### src/rtl/arb_pkg.sv
// Shared definitions for the two-requester output-channel arbiter.
// State encoding and the default burst limit live here so callers agree on them.
package arb_pkg;

    typedef enum logic [1:0] {
        ST_IDLE   = 2'd0,
        ST_SERVE0 = 2'd1,
        ST_SERVE1 = 2'd2
    } state_t;

    localparam int DEF_MAX_BURST = 4;

endpackage

### src/rtl/mux4_2_1.sv
// 4-bit 2:1 data multiplexer; s=1 selects in1.
module mux4_2_1 (
    input  logic [3:0] in0,
    input  logic [3:0] in1,
    input  logic       s,
    output logic [3:0] y
);

    assign y = s ? in1 : in0;

endmodule

### src/rtl/mux2_arbiter.sv
// Round-robin arbiter sharing one 4-bit registered output channel between two
// requesters, with a burst limit so a busy requester cannot starve the other.
module mux2_arbiter
    import arb_pkg::*;
#(
    parameter int MAX_BURST = DEF_MAX_BURST,
    parameter int CNT_W     = 4
) (
    input  logic       clk,
    input  logic       rst,
    input  logic [1:0] in_valid,
    input  logic [3:0] in_data0,
    input  logic [3:0] in_data1,
    output logic [1:0] in_ready,
    output logic       out_valid,
    output logic [3:0] out_data,
    output logic       out_src,
    input  logic       out_ready,
    output logic [1:0] grant
);

    state_t           state;
    logic             last;
    logic [CNT_W-1:0] burst_cnt;
    logic [3:0]       mux_y;

    logic serving;
    logic cur;
    logic oth;
    logic can_load;
    logic xfer;
    logic burst_end;

    function automatic state_t serve_state(input logic r);
        return r ? ST_SERVE1 : ST_SERVE0;
    endfunction

    function automatic logic [1:0] serve_grant(input logic r);
        return r ? 2'b10 : 2'b01;
    endfunction

    mux4_2_1 u_mux (
        .in0 (in_data0),
        .in1 (in_data1),
        .s   (grant[1]),
        .y   (mux_y)
    );

    // Accept only when the output slot is free or being drained this cycle.
    always_comb begin
        serving   = (state == ST_SERVE0) || (state == ST_SERVE1);
        cur       = (state == ST_SERVE1);
        oth       = ~cur;
        can_load  = ~out_valid | out_ready;
        in_ready  = 2'b00;
        if (!rst && serving && can_load)
            in_ready = serve_grant(cur);
        xfer      = |(in_valid & in_ready);
        burst_end = (burst_cnt == CNT_W'(MAX_BURST - 1));
    end

    always_ff @(posedge clk) begin
        if (rst) begin
            state     <= ST_IDLE;
            grant     <= 2'b00;
            last      <= 1'b1;
            burst_cnt <= '0;
            out_valid <= 1'b0;
            out_data  <= 4'd0;
            out_src   <= 1'b0;
        end else begin
            if (xfer) begin
                out_data  <= mux_y;
                out_src   <= cur;
                out_valid <= 1'b1;
            end else if (out_valid && out_ready) begin
                out_valid <= 1'b0;
            end

            case (state)
                ST_SERVE0, ST_SERVE1: begin
                    // A stalled output freezes ownership and the burst count.
                    if (can_load) begin
                        if (!in_valid[cur]) begin
                            last      <= cur;
                            burst_cnt <= '0;
                            if (in_valid[oth]) begin
                                state <= serve_state(oth);
                                grant <= serve_grant(oth);
                            end else begin
                                state <= ST_IDLE;
                                grant <= 2'b00;
                            end
                        end else if (burst_end) begin
                            burst_cnt <= '0;
                            if (in_valid[oth]) begin
                                last  <= cur;
                                state <= serve_state(oth);
                                grant <= serve_grant(oth);
                            end
                        end else begin
                            burst_cnt <= burst_cnt + CNT_W'(1);
                        end
                    end
                end
                default: begin
                    burst_cnt <= '0;
                    if (in_valid[0] && (!in_valid[1] || last)) begin
                        state <= ST_SERVE0;
                        grant <= 2'b01;
                    end else if (in_valid[1]) begin
                        state <= ST_SERVE1;
                        grant <= 2'b10;
                    end else begin
                        state <= ST_IDLE;
                        grant <= 2'b00;
                    end
                end
            endcase
        end
    end

endmodule

### config.mk
export PLATFORM = sky130hd
export DESIGN_NAME = mux2_arbiter
export DESIGN_NICKNAME = d
export VERILOG_FILES = /design/src/rtl/arb_pkg.sv /design/src/rtl/mux4_2_1.sv /design/src/rtl/mux2_arbiter.sv
export SDC_FILE = /design/constraint.sdc
export NUM_CORES = 1
export LEC_CHECK = 0
export ABC_CLOCK_PERIOD_IN_PS = 3400
export CAP_MARGIN = 20
export CELL_PAD_IN_SITES_DETAIL_PLACEMENT = 1
export CELL_PAD_IN_SITES_GLOBAL_PLACEMENT = 2
export CORE_MARGIN = 2
export CORE_UTILIZATION = 23
export DETAILED_ROUTE_END_ITERATION = 16
export PLACE_DENSITY_LB_ADDON = 0.1
export SLEW_MARGIN = 20
export SYNTH_ARGS = -nofsm -noshare
export SYNTH_HDL_FRONTEND = slang
export SYNTH_HIERARCHICAL = 1
export SYNTH_SLANG_ARGS = --single-unit
### constraint.sdc
create_clock -name clk -period 3.4 [get_ports clk]
set_input_delay 0.51 -clock clk [delete_from_list [all_inputs] [get_ports clk]]
set_output_delay 0.51 -clock clk [all_outputs]
set_load 0.1 [all_outputs]
# Word level (Yosys, flattened, before mapping)
# Cells that the tools add are included.
# totals
register_bits	13
inputBits	13
output_inout_bits	10
# classes
addsub	1
order_cmp	2
n_eq_ne	8
mux	23
bitwise_logic	5
reduce_logical	14
# op_table
operator	count
$mux W2	11
$mux W4	3
$mux W1	9
$ne A3 B3 Y1 const B	2
$reduce_or A2 Y1	3
$add A4 B1 Y4 const B	1
$eq A4 B2 Y1 const B	1
$logic_and A1 B1 Y1	4
$lt A1 B2 Y1 const B	2
$ne A2 B2 Y1 const B	2
$reduce_and A4 Y1	1
$not A1 Y1	3
$reduce_and A3 Y1	1
$and A2 B2 Y2	1
$eq A2 B1 Y1 const B	1
$eq A2 B2 Y1 const B	1
$logic_not A1 Y1	2
$logic_or A1 B1 Y1	2
$ne A2 B1 Y1 const B	1
$reduce_bool A2 Y1	1
$or A1 B1 Y1	1

# Depth between registers and ports, before layout
# depth
depth_word	9
depth_mapped	7
depth_no_buf	6

# Cells and area by module
# The synthesis kept the hierarchy.
# modules_own_cells
module	instances	cells_per_inst	area_per_inst_um2	seq_area_each_um2
mux2_arbiter	1	87	750.7	260.2
mux4_2_1	1	4	45.0	0.0

# Worst setup path before layout
# OpenSTA, ideal clock, no wires.
# synth_timing
path_type	reg-to-output
from	register state[1]
to	output in_ready[0]
arrival_ps	3056
t_required_ps	2890
path_slack_ps	-166
stages_incl_launch_ff	5
path_buffers	0
cell_sequence	dfxtp_1 > ha_1 > nor2_1 > nand2_1 > nor2_1
# synth_via
elab_chain_len	5
elab_cells_between_ends	7
classes_between	2 x eq/ne; 2 x mux; 3 x reduce/logical
# synth_lines
element	line_no	rtl
start: declaration	mux2_arbiter.sv:22	state_t state;
start signal: assignment	mux2_arbiter.sv:88	state <= serve_state(oth);
start signal: assignment	mux2_arbiter.sv:98	state <= serve_state(oth);
$eq A2 B1 Y1 or $eq A2 B2 Y1 (tied branches)	mux2_arbiter.sv:51, mux2_arbiter.sv:52	
$logic_or A1 B1 Y1	mux2_arbiter.sv:51	serving = (state == ST_SERVE0) || (state == ST_SERVE1);
$logic_and A1 B1 Y1 (2 in series)	mux2_arbiter.sv:56	if (!rst && serving && can_load)
$mux W2 (*)	mux2_arbiter.sv:56	
end: declaration	mux2_arbiter.sv:14	output logic [1:0] in_ready,
# Every way passes the cells marked *; elsewhere a longest branch is shown, timed or not.

# Worst setup path after layout
# Ends and elaborated chain as after synthesis.

==> impl_metrics.tcl <==
set metrics [dict create \
    powerDensity_mw_per_mm2 487 \
    grt_pass1_vias 738 \
    dr.pass1.iters 4 \
    area_delta_synth_final_pct 35.2 \
    synth_warnings 6 \
    hold_buffers 0 \
    ys_ff_latch 13 \
    synth_nets 107 \
    finalNetCount 129 \
    startpoint_type "flip-flop" \
    hold_slack_ps 472 \
    initial_core_util_pct 23.8 \
    syn_area_um2 796 \
    use_met3_pct 3.06 \
    die_area_mm2 0.00395 \
    end_kind "output pin" \
    clkPwrFrac_pct 19.8 \
    synthDistinctLibCells 34 \
    h-tree-depth 1 \
    io_pins 23 \
    grt.overflow.total 0 \
    rsz0062_at_grt "false" \
    min_path_type "reg -> reg" \
    relSlewSlack_pct 35.3 \
    status "completed" \
    dp.cells 154 \
    syn_avg_cell_area_um2 8.74 \
    clkSinkCount 13 \
    via_count 736 \
    clk_latency_ps 290 \
    fmax_mhz 398 \
    postCtsSetupBuffers 0 \
    hpwl_um 1580 \
    n_antenna_cell 0 \
    tritoncts "done" \
    p_sw_share_pct 44.6 \
    ir_drop_mv 0.170 \
    via_per_inst 4.66 \
    root_buffer "clkbuf_4" \
    die_h_um 62.8 \
    setup_viol 0 \
    top_usage_layer "met2" \
    final_util_pct 32.2 \
    worstMarginPinSlew_ps 968 \
    met2_usage_pct 17.3 \
    fin_crit_sh_pct 73.9 \
    critPathMaxFanout 8 \
    pwr-share-seq_pct 34.3 \
    timing.setup.tns_ps 0 \
    grt_pass1_wl_um 3570 \
    wl_um 2110 \
    required_ps 2890 \
    leakage_nw 0.377 \
    grt_max_degree 12 \
    clock_skew_ps 4.15 \
    clk_path_buf_depth 2 \
    gp_congestion 0.683 \
    port_buffers 22 \
    antenna_found_initial 0 \
    num_rows 21 \
    grt_util_met1_pct 15.8 \
    comb_power_share_pct 45.9 \
    maxSlewViolCount 0 \
    first_iter_violations 20 \
    grt.total_usage_pct 11.6 \
    p_int_uw 291 \
    drc_errors 0 \
    syn_inst 91 \
    maxCapViolCount 0 \
    synth_edf_count 0 \
    hold_violations 0 \
    final_antenna_net_count 0 \
    synthArstFlopShare_pct 0 \
    hold_depth 2 \
    ff2ff_path_depth 5 \
    cts_buffers 3 \
    cts-resized-gates 0 \
    synth-main-ff-cell "dfxtp_1" \
    drive_above_1_share_pct 16.1 \
    clk_pin_slew_ps 90 \
    period_needed_ps 2510 \
    switching_power_uw 234 \
    final_cells 158 \
    cp.arrival_ps 2000 \
    die_w_um 62.8 \
    coreArea_mm2 0.00334 \
    synth_seq_area_share_pct 32.7 \
    avgRoutedWirePerCell_um 13.3 \
    path_class "reg -> out" \
]
==> area by class of cell <==
| cell class | count | area, um^2 |
|---|---|---|
| fill | 408 | 2260 |
| multi-input combinational | 69 | 500 |
| sequential | 13 | 260 |
| timing repair buffer | 23 | 220 |
| tap | 46 | 57.6 |
| clock buffer | 4 | 26.3 |
| inverter | 3 | 11.3 |
==> cell usage in the layout, fill, tap and decap left out, drive strengths merged, types with 3 or more instances in the layout <==
cell,netlist,layout
a21oi,7,7
buf,3,4
clkbuf,3,4
clkdlybuf4s50,0,19
dfxtp,13,13
ha,3,3
inv,3,3
mux2,5,5
mux2i,6,6
nand2,5,5
nand3,5,5
nor2,13,13
==> power by group through the flow <==
stage	registers, mW	logic, mW	clock network (mW)
after floorplan	0.246	0.120	0
after global placement	0.183	0.243	0
after detailed placement	0.184	0.243	0
after CTS	0.180	0.244	0.107
after global routing	0.182	0.258	0.115
final	0.180	0.241	0.104
==> flip-flops by register name (all words and copies together), names as in the netlist <==
name       count
burst_cnt      4
out_data       4
state          2
last           1
out_src        1
out_valid      1
==> cell families (layout without fill, tap and decap cells) <==
group,Yosys count,after routing,share of synthesized area [%]
buf+inv,9,30,4.72
compound gates,17,17,16.2
flops,13,13,32.7
mux,11,11,14.6
fa+ha+maj,3,3,4.72
simple gates,38,38,27.0
==> stage by stage <==
step / power [mW] / setup slack (ps) / cell area, um^2
final: 0.525 / 888 / 1080
after global routing: 0.555 / 753 / 1080
after detailed placement: 0.427 / 953 / 1050
after floorplan: 0.367 / 288 / 798
after CTS: 0.531 / 863 / 1080
after global placement: 0.426 / 997 / 1050
==> final timing paths <==
| check | startpoint | to | slack [ps] |
|---|---|---|---|
| setup / recovery | state[1] | in_ready[0] | 890 |
| hold / removal | out_src | out_src | 470 |
| setup reg to reg | state[1] | state[1] | 1250 |
| hold reg to reg | out_src | out_src | 470 |
==> layer usage <==
layer	vias to the layer above	part of all wire (%)
met1	343	48
met2	22	45
li1	367	-
met5	-	0
met3	4	4.9
met4	0	1.5
==> synth_stat cells (2+ instances only) <==
master	instances	area, um^2
nand2_1	5	18.8
nand2b_1	2	12.5
mux2_2	5	56.3
a21oi_1	7	35.0
inv_1	3	11.3
dfxtp_1	13	260
nor2b_1	2	12.5
buf_2	3	15.0
ha_1	3	37.5
mux2i_1	6	60.1
nand3_1	5	25.0
clkbuf_1	3	11.3
nor2_1	13	48.8
==> critical path, stage by stage, from the launching register on <==
cell	delay, ps
dfxtp_1	570
ha_1	390
nor2_1	240
nand2_1	120
nor2_2	100
buf_4	290
Power figures use the tool's default switching activity.
